File: src/rtl/display_7seg_mux_if.sv
// display_7seg_mux_if: digit data/control in, segment and digit-select pins out
//   valores     : 4 bits per digit, digit 0 in the low nibble
//   modo_hex    : show A..F for values 10..15 instead of blanking them
//   apaga_zeros : blank leading zeros (digit 0 always shown)
//   pisca       : per-digit blink mask
//   habilita    : 0 freezes the scan and turns the display off
//   segmentos   : active-low segments, bit0=A .. bit6=G
//   digito_sel  : active-low one-hot digit select
interface display_7seg_mux_if #(
    parameter int NUM_DIGITOS = 6
);
    logic [4*NUM_DIGITOS-1:0] valores;
    logic                     modo_hex;
    logic                     apaga_zeros;
    logic [NUM_DIGITOS-1:0]   pisca;
    logic                     habilita;
    logic [6:0]               segmentos;
    logic [NUM_DIGITOS-1:0]   digito_sel;

    modport master (
        output valores, modo_hex, apaga_zeros, pisca, habilita,
        input  segmentos, digito_sel
    );

    modport slave (
        input  valores, modo_hex, apaga_zeros, pisca, habilita,
        output segmentos, digito_sel
    );
endinterface

File: src/rtl/display_7seg_mux.sv
// display_7seg_mux: time-multiplexed N-digit common-anode 7-segment driver
//   clk   : system clock, rising edge
//   rst_n : asynchronous active-low reset
//   bus   : slave side of display_7seg_mux_if (digit values/controls in, pins out)
// Scans one digit per DIV_VARREDURA cycles with one dark cycle between digits,
// decodes BCD/hex, blanks leading zeros and blinks masked digits. Inputs are
// captured into shadow registers only at frame boundaries.
module display_7seg_mux #(
    parameter int NUM_DIGITOS   = 6,
    parameter int DIV_VARREDURA = 50000,
    parameter int DIV_PISCA     = 64
) (
    input logic              clk,
    input logic              rst_n,
    display_7seg_mux_if.slave bus
);
    localparam int N  = NUM_DIGITOS;
    localparam int IW = N > 1 ? $clog2(N) : 1;
    localparam int CW = $clog2(DIV_VARREDURA);
    localparam int FW = DIV_PISCA > 1 ? $clog2(DIV_PISCA) : 1;
    localparam logic [6:0] APAGADO = 7'b1111111;
    localparam logic [6:0] TABELA [16] = '{
        7'b1000000, 7'b1111001, 7'b0100100, 7'b0110000,
        7'b0011001, 7'b0010010, 7'b0000010, 7'b1111000,
        7'b0000000, 7'b0010000, 7'b0001000, 7'b0000011,
        7'b1000110, 7'b0100001, 7'b0000110, 7'b0001110
    };

    logic [CW-1:0]  cnt_div;
    logic [IW-1:0]  idx;
    logic [FW-1:0]  cnt_frame;
    logic           fase;
    logic           carregado;
    logic [4*N-1:0] sh_valores;
    logic [N-1:0]   sh_pisca;
    logic           sh_hex;
    logic           sh_apaga;

    logic           tick;
    logic           fim_quadro;
    logic [N-1:0]   zero_topo;
    logic           topo;
    logic [3:0]     dig;
    logic           pisca_at;
    logic           zero_at;
    logic           apagado;
    logic [6:0]     seg_dec;

    always_comb begin
        tick       = bus.habilita && cnt_div == CW'(DIV_VARREDURA - 1);
        fim_quadro = tick && idx == IW'(N - 1);
        // zero_topo[i]: digit i and every digit above it are zero
        topo      = 1'b1;
        zero_topo = '0;
        for (int i = N - 1; i >= 0; i--) begin
            topo         = topo && sh_valores[4*i +: 4] == 4'd0;
            zero_topo[i] = topo;
        end
        dig      = 4'(sh_valores >> {idx, 2'b00});
        pisca_at = 1'(sh_pisca >> idx);
        zero_at  = 1'(zero_topo >> idx);
        apagado  = (pisca_at && fase) || (sh_apaga && idx != '0 && zero_at);
        seg_dec  = (!sh_hex && dig > 4'd9) ? APAGADO : TABELA[dig];
    end

    always_ff @(posedge clk or negedge rst_n) begin
        if (!rst_n) begin
            cnt_div        <= '0;
            idx            <= '0;
            cnt_frame      <= '0;
            fase           <= 1'b0;
            carregado      <= 1'b0;
            sh_valores     <= '0;
            sh_pisca       <= '0;
            sh_hex         <= 1'b0;
            sh_apaga       <= 1'b0;
            bus.segmentos  <= APAGADO;
            bus.digito_sel <= '1;
        end else begin
            // first edge out of reset, then once per frame wrap
            if (!carregado || fim_quadro) begin
                sh_valores <= bus.valores;
                sh_pisca   <= bus.pisca;
                sh_hex     <= bus.modo_hex;
                sh_apaga   <= bus.apaga_zeros;
            end
            carregado <= 1'b1;
            if (tick) begin
                cnt_div <= '0;
                idx     <= fim_quadro ? '0 : idx + 1'b1;
            end else if (bus.habilita) begin
                cnt_div <= cnt_div + 1'b1;
            end
            if (fim_quadro) begin
                cnt_frame <= cnt_frame == FW'(DIV_PISCA - 1) ? '0 : cnt_frame + 1'b1;
                fase      <= cnt_frame == FW'(DIV_PISCA - 1) ? ~fase : fase;
            end
            // tick edge is the inter-digit dead time; the load edge has no valid shadow yet
            if (tick || !bus.habilita || !carregado) begin
                bus.segmentos  <= APAGADO;
                bus.digito_sel <= '1;
            end else begin
                bus.segmentos  <= apagado ? APAGADO : seg_dec;
                bus.digito_sel <= ~(N'(1) << idx);
            end
        end
    end
endmodule

File: src/flat_wrapper.sv
// flat-port wrapper written by rule: the top's interface ports become plain ports
module display_7seg_mux_flat 
#(
    parameter int NUM_DIGITOS   = 6,
    parameter int DIV_VARREDURA = 50000,
    parameter int DIV_PISCA     = 64
)
  (clk, rst_n, bus_valores, bus_modo_hex, bus_apaga_zeros, bus_pisca, bus_habilita, bus_segmentos, bus_digito_sel);
  display_7seg_mux_if #(.NUM_DIGITOS(NUM_DIGITOS)) bus_i ();
  input logic clk;
  input logic rst_n;
  input wire logic [$bits(bus_i.valores)-1:0] bus_valores;
  input wire logic [$bits(bus_i.modo_hex)-1:0] bus_modo_hex;
  input wire logic [$bits(bus_i.apaga_zeros)-1:0] bus_apaga_zeros;
  input wire logic [$bits(bus_i.pisca)-1:0] bus_pisca;
  input wire logic [$bits(bus_i.habilita)-1:0] bus_habilita;
  output wire logic [$bits(bus_i.segmentos)-1:0] bus_segmentos;
  output wire logic [$bits(bus_i.digito_sel)-1:0] bus_digito_sel;
  assign bus_i.valores = bus_valores;
  assign bus_i.modo_hex = bus_modo_hex;
  assign bus_i.apaga_zeros = bus_apaga_zeros;
  assign bus_i.pisca = bus_pisca;
  assign bus_i.habilita = bus_habilita;
  assign bus_segmentos = bus_i.segmentos;
  assign bus_digito_sel = bus_i.digito_sel;
  display_7seg_mux #(.NUM_DIGITOS(NUM_DIGITOS), .DIV_VARREDURA(DIV_VARREDURA), .DIV_PISCA(DIV_PISCA)) u_core (.clk(clk), .rst_n(rst_n), .bus(bus_i));
endmodule
File: config.mk
export PLATFORM = sky130hd
export DESIGN_NAME = display_7seg_mux_flat
export DESIGN_NICKNAME = d
export VERILOG_FILES = /design/src/rtl/display_7seg_mux_if.sv /design/src/rtl/display_7seg_mux.sv /design/src/flat_wrapper.sv
export SDC_FILE = /design/constraint.sdc
export NUM_CORES = 1
export LEC_CHECK = 0
export CAP_MARGIN = 30
export CORE_ASPECT_RATIO = 0.6
export CORE_MARGIN = 5
export CORE_UTILIZATION = 33
export CTS_CLUSTER_SIZE = 24
export DETAILED_ROUTE_END_ITERATION = 10
export PLACE_DENSITY = 0.56
export SLEW_MARGIN = 20
export SYNTH_ARGS = -nofsm -noshare
export SYNTH_HDL_FRONTEND = slang
export SYNTH_SLANG_ARGS = --single-unit
File: constraint.sdc
create_clock -name clk -period 2.6 [get_ports clk]
set_input_delay 0.52 -clock clk [delete_from_list [all_inputs] [get_ports clk]]
set_output_delay 0.52 -clock clk [all_outputs]
set_load 0.005 [all_outputs]
==> results of run 1 <==
[repair_timing]
| item | in CTS | in global routing |
|---|---|---|
| setup endpoints to repair | 0 | 7 |
| hold buffers | 0 | 0 |
| buffers inserted | 0 | 0 |
| gates resized for setup | 0 | 2 |
[Yosys cell counts (5+ instances only)]
cell type	number	area share [%]
a21oi_1	6	0.81
clkbuf_1	6	0.61
dfrtp_1	59	40
dfstp_2	13	9.2
ha_1	13	4.4
inv_1	11	1.1
mux2_2	18	5.5
mux2_4	20	8.1
mux4_2	5	3.0
nand2_1	25	2.5
nand3_1	11	1.5
nand4_1	11	1.9
nor2_1	16	1.6
nor3_1	9	1.2
nor4_1	6	1.0
o21ai_0	14	1.9
xnor2_1	9	2.1
xor2_1	8	1.9
[through the flow]
stage | setup WS (ns) | hold slack [ns] | std cells | total power [mW]
after floorplan | 0.1083 | 0.2244 | 307 | 1.523
after global placement | 0.09385 | 0.4725 | 494 | 1.666
after detailed placement | 0.05708 | 0.4812 | 494 | 1.673
after CTS | 0.06947 | 0.1927 | 510 | 3.021
after global routing | 0.0004565 | 0.2056 | 510 | 3.128
final | 0.2137 | 0.1732 | 510 | 2.985
[how the worst min path moves through the flow]
stage,cells after the start,startpoint,end,slack (ns)
3_5_place_dp,1,u_core.fase,u_core.fase,0.48
2_1_floorplan,0,rst_n,u_core.carregado,0.22
5_1_grt,1,rst_n,u_core.cnt_div[15],0.21
6_report,1,rst_n,u_core.cnt_div[13],0.17
3_3_place_gp,1,u_core.fase,u_core.fase,0.47
4_1_cts,1,rst_n,u_core.cnt_div[13],0.19
[metal layers]
| layer | vias to the layer above | wire [um] | track usage (%) |
|---|---|---|---|
| met4 | 0 | 122 | 5.008 |
| li1 | 1231 | - | - |
| met3 | 12 | 595 | 5.025 |
| met1 | 1195 | 4797 | 21.52 |
| met2 | 85 | 2907 | 15.47 |
| met5 | - | 0 | 0 |
[critical path, delay by kind of cell, from the launching register on]
kind | cells | cell delay [ns]
buffers and inverters | 2 | 0.31
adder cells (fa/ha/maj) | 1 | 0.24
multiplexers | 1 | 0.36
AO/OA/AOI/OAI | 3 | 0.80
flip-flops | 1 | 0.44
AND/OR/NAND/NOR | 2 | 0.14
[area by class of cell]
type                            count  area (um^2)  area share, %
Timing Repair Buffer               59        580.6          12.38
Inverter                           11        41.29         0.8802
Sequential cell                    72         1819          38.78
Clock inverter                      6        82.58          1.760
Tap cell                          139        173.9          3.708
Multi-Input combinational cell    213         1754          37.40
Clock buffer                       10        239.0          5.095
[registers in the layout, summed over array words and instances, names as in the netlist]
signal                 cells
u_core.sh_valores         24
u_core.fase                1
u_core.idx                 3
u_core.sh_pisca            6
u_core.cnt_div            16
u_core.carregado           1
u_core.sh_hex              1
u_core.bus.digito_sel      6
u_core.cnt_frame           6
u_core.bus.segmentos       7
u_core.sh_apaga            1
[kinds of logic after synthesis]
kind of cell | count (synthesis) | synth area share (%)
fa+ha+maj | 13 | 4.396
simple gates | 98 | 14.58
mux | 44 | 16.91
buf+inv | 22 | 3.788
xor+xnor | 17 | 4.025
flops | 72 | 49.14
compound gates | 40 | 7.069
other cells | 1 | 0.1014
[report_power, final]
group / internal [mW] / total, mW / switching (mW)
Clock: 0.860 / 1.33 / 0.470
Sequential: 1.23 / 1.34 / 0.110
Combinational: 0.194 / 0.317 / 0.124
==> out/qor.csv, run 1 <==
metric,value,unit
clockBufferDepth,2,
worstPathMaxFanout,10,
place_area,0.004363,mm^2
clock-root-buffer,clkbuf_16,
via_count,2523,
grt_max_degree,31,
cpMaxStageDelayCell,dfrtp_2,
syn-num-nets,355,
tns,0,ns
ir_drop,0.3194,mV
synth_edf_count,0,
worst_pin_slew,0.5740,ns
grt_pass1_wl,14.00,mm
layout_common_cells,"58 x dfrtp_1, 46 x clkdlybuf4s50_1, 25 x nand2_1",
seq_area_frac_synth,49.14,%
grt_util_all_layers,13.43,%
area_growth,26.78,%
grt_overflow,0,
startpoint_type,flip-flop,
arrival,2.64,ns
cellPowerDensity,636.4,mW/mm^2
synthArstFlopShare,100.0,%
ant_nets,0,
fp.dieH,92.02,um
fp-row-count,29,
core,0.01078,mm^2
drt_iter0_drc,212,
finalWirelength,8.423,mm
routed_via_density,4.947,
final_nets,414,
fmax,0.4191,GHz
crit_start,u_core.idx[0],
cp-end-kind,flip-flop,
rrSetupSlack,0.21,ns
htreeDepth,3,
antenna_cells,0,
crit_path_end,u_core.bus.segmentos[3],
post-route-period-util,91.78,%
outcome,finished clean,
leakage,2.005,nW
postSynthRegisterBits,72,
cts_tree,yes,
ys.flop_type,dfrtp_1,
initial_core_util,34.33,%
hold_viol_final,0,
cp.required,2.86,ns
max_stage_delay,0.44,ns
syn_area,0.003700,mm^2
antenna_found_initial,0,
finalMaxSlewViolations,0,
path_clk_slew,0.06,ns
synth_area_per_cell,12.05,um^2
drive_above_1_share,26.42,%
cts_buffers,9,
io_buffers,47,
relSlewSlack,61.73,%
crit_type,flip-flop to flip-flop,
fill_cells,996,
hp-class,input pin to asynchronous set/reset pin,
timing.rr.end,u_core.bus.segmentos[3],
worstReg2RegStart,u_core.idx[0],
grt_pass1_vias,2503,
yosys.cell_types.count,49,
num_io_pins,48,
fin_crit,2.386,ns
place_congestion,0.8700,
worstRegToRegCells,9,
clock_latency,0.34,ns
setup_viol,0,
final_common_cell,dfrtp_1,
cp_common_cell,nor2_1,
chipWidth,146.7,um
dr.pass1.iters,4,
grt_setup_unrepaired,false,
dp_hpwl,6.399,mm
worstPathCellList,buf_4 > mux2_2 > a22oi_2 > inv_1 > ha_1 > nor2_1 > nor2_1 > o311a_1 > o2111ai_1,
cts.sinks,72,
wl_per_cell,16.52,um
stdcell_area,0.004691,mm^2
die-area,0.01350,mm^2
yosysWarnings,0,
fin_util,43.53,%
synthCells,307,
cap_violations,0,
worst_clock_skew,0.006194,ns
drc,0,
Power figures use the tool's default switching activity.
==> run 2: changes to the inputs <==
- PLACE_DENSITY: 0.56 -> unset
==> run 2 against run 1 <==
Effect of this change: combinational power increased by 1%; critical path depth unchanged; largest power group unchanged; highest routed layer unchanged; wire length about the same; worst setup slack got worse by 0.020 ns; largest cell class unchanged.
==> out/qor.csv, run 2 (same netlist as run 1, synthesis figures left out) <==
metric,value,unit,change
relSlewSlack,53.82,%,-7.9 points
path_clk_slew,0.06,ns,about the same
finalMaxSlewViolations,0,,unchanged
cp-end-kind,flip-flop,,
cts_buffers,9,,unchanged
fill_cells,989,,-0.70%
dp_hpwl,6.441,mm,+0.65%
drive_above_1_share,26.27,%,-0.14 points
fin_crit,2.407,ns,+0.02049 ns
finalWirelength,8.427,mm,about the same
cp_num_buf_inv,2,,unchanged
final_nets,416,,+0.48%
cpMaxStageDelayCell,dfrtp_2,,
final_cells,512,,+0.39%
max_stage_delay,0.47,ns,+0.03 ns
clock_latency,0.34,ns,about the same
antenna_cells,0,,unchanged
worst_pin_slew,0.6927,ns,+0.1187 ns
grt_setup_unrepaired,false,,
drc,0,,unchanged
dr.pass1.iters,4,,unchanged
via_count,2564,,+1.6%
clock-root-buffer,clkbuf_16,,
outcome,finished clean,,
fmax,0.4155,GHz,-0.85%
cellPowerDensity,634.0,mW/mm^2,-0.38%
reg_top3,"u_core.sh_valores: 24 flops, u_core.cnt_div: 16 flops, u_core.bus.segmentos: 7 flops",,
layout_common_cells,"58 x dfrtp_1, 46 x clkdlybuf4s50_1, 25 x nand2_1",,
startpoint_type,flip-flop,,
cts_tree,yes,,
routed_via_density,5.008,,+1.2%
initial_core_util,34.33,%,unchanged
worst_clock_skew,0.008047,ns,+0.001853 ns
rrSetupSlack,0.19,ns,-0.02 ns
dp.cells,496,,+0.40%
wl_per_cell,16.46,um,-0.34%
die-area,0.01350,mm^2,unchanged
area_growth,27.09,%,
clockBufferDepth,2,,unchanged
drt_iter0_drc,140,,-34%
grt_util_all_layers,13.36,%,-0.072 points
io_buffers,47,,unchanged
crit_type,flip-flop to flip-flop,,
grt_overflow,0,,unchanged
worstPathMaxFanout,7,,-3
worstReg2RegStart,u_core.idx[0],,
setup_viol,0,,unchanged
largest_reg_flops,24,,unchanged
fp-row-count,29,,unchanged
grt_pass1_wl,14.22,mm,+1.6%
arrival,2.64,ns,about the same
grt_max_degree,30,,-3.2%
antenna_found_initial,0,,unchanged
cap_violations,0,,unchanged
leakage,2.007,nW,+0.13%
regMostFlops,u_core.sh_valores,,
fp.dieH,92.02,um,unchanged
ant_nets,0,,unchanged
cts.sinks,72,,unchanged
cp_common_cell,nor2_1,,
whs,0.2281,ns,+0.05484 ns
worstRegToRegCells,9,,unchanged
tns,0,ns,unchanged
hp-class,input pin to asynchronous set/reset pin,,
place_congestion,0.8340,,-4.1%
hold_viol_final,0,,unchanged
cp.required,2.83,ns,-0.03 ns
chipWidth,146.7,um,unchanged
ir_drop,0.3208,mV,+0.44%
hold_buffers,0,,unchanged
core,0.01078,mm^2,unchanged
final_common_cell,dfrtp_1,,
grt_pass1_vias,2659,,+6.2%
htreeDepth,3,,unchanged
worstPathCellList,buf_4 > mux2_2 > a22oi_2 > inv_1 > ha_1 > nor2_1 > nor2_1 > o311a_1 > o2111ai_1,,
timing.rr.end,u_core.bus.segmentos[3],,
path_delay_family,compound AO/OA/AOI/OAI gates,,
num_io_pins,48,,unchanged
post-route-period-util,92.57,%,+0.79 points
==> run 2: cell type report <==
class	instances	area (um^2)	area share [%]
timing repair buffer	61	595.6	12.67
tap	139	173.9	3.699
multi-input combinational	213	1749	37.20
clock inverter	5	80.08	1.703
inverter	11	41.29	0.8781
clock buffer	11	242.7	5.162
sequential	72	1819	38.69
==> run 2: repair_timing <==
item                       4_1_cts  5_1_grt
resized for setup                0        1
setup endpoints to repair        0        3
setup buffers                    0        0
==> run 2: worst max path at each step <==
stage	cells past startpoint	end	from	slack, ns
floorplan	9	u_core.bus.segmentos[2]	u_core.idx[0]	0.11
global placement	7	u_core.sh_valores[8]	bus_habilita	0.16
detailed placement	7	u_core.sh_valores[7]	bus_habilita	0.09
finish	9	u_core.bus.segmentos[3]	u_core.idx[0]	0.19
CTS	9	u_core.bus.segmentos[2]	u_core.idx[0]	0.11
global route	8	u_core.bus.segmentos[2]	u_core.idx[0]	0.05
==> run 2: per-layer routing <==
metal | GRT usage, % | up-vias | share of wire [%] | routed length (um)
li1 | - | 1229 | - | -
met1 | 20.71 | 1246 | 55 | 4656
met2 | 16.97 | 81 | 37 | 3123
met3 | 4.483 | 8 | 6.4 | 540
met4 | 4.382 | 0 | 1.3 | 107
met5 | 0 | - | 0 | 0
==> run 2: power by group <==
group          internal, mW  switching [mW]
combinational         0.194           0.127
clock                 0.864           0.467
sequential             1.23           0.102
total                  2.29           0.695
==> run 2: per-stage QoR <==
stage	setup slack [ns]	cell area (um^2)	total power [mW]	utilization, %
global route	0.05440	4702	3.121	43.63
finish	0.1932	4702	2.981	43.63
detailed placement	0.09354	4378	1.671	40.62
global placement	0.1571	4378	1.658	40.62
floorplan	0.1083	3705	1.523	-
CTS	0.1073	4701	3.020	43.62
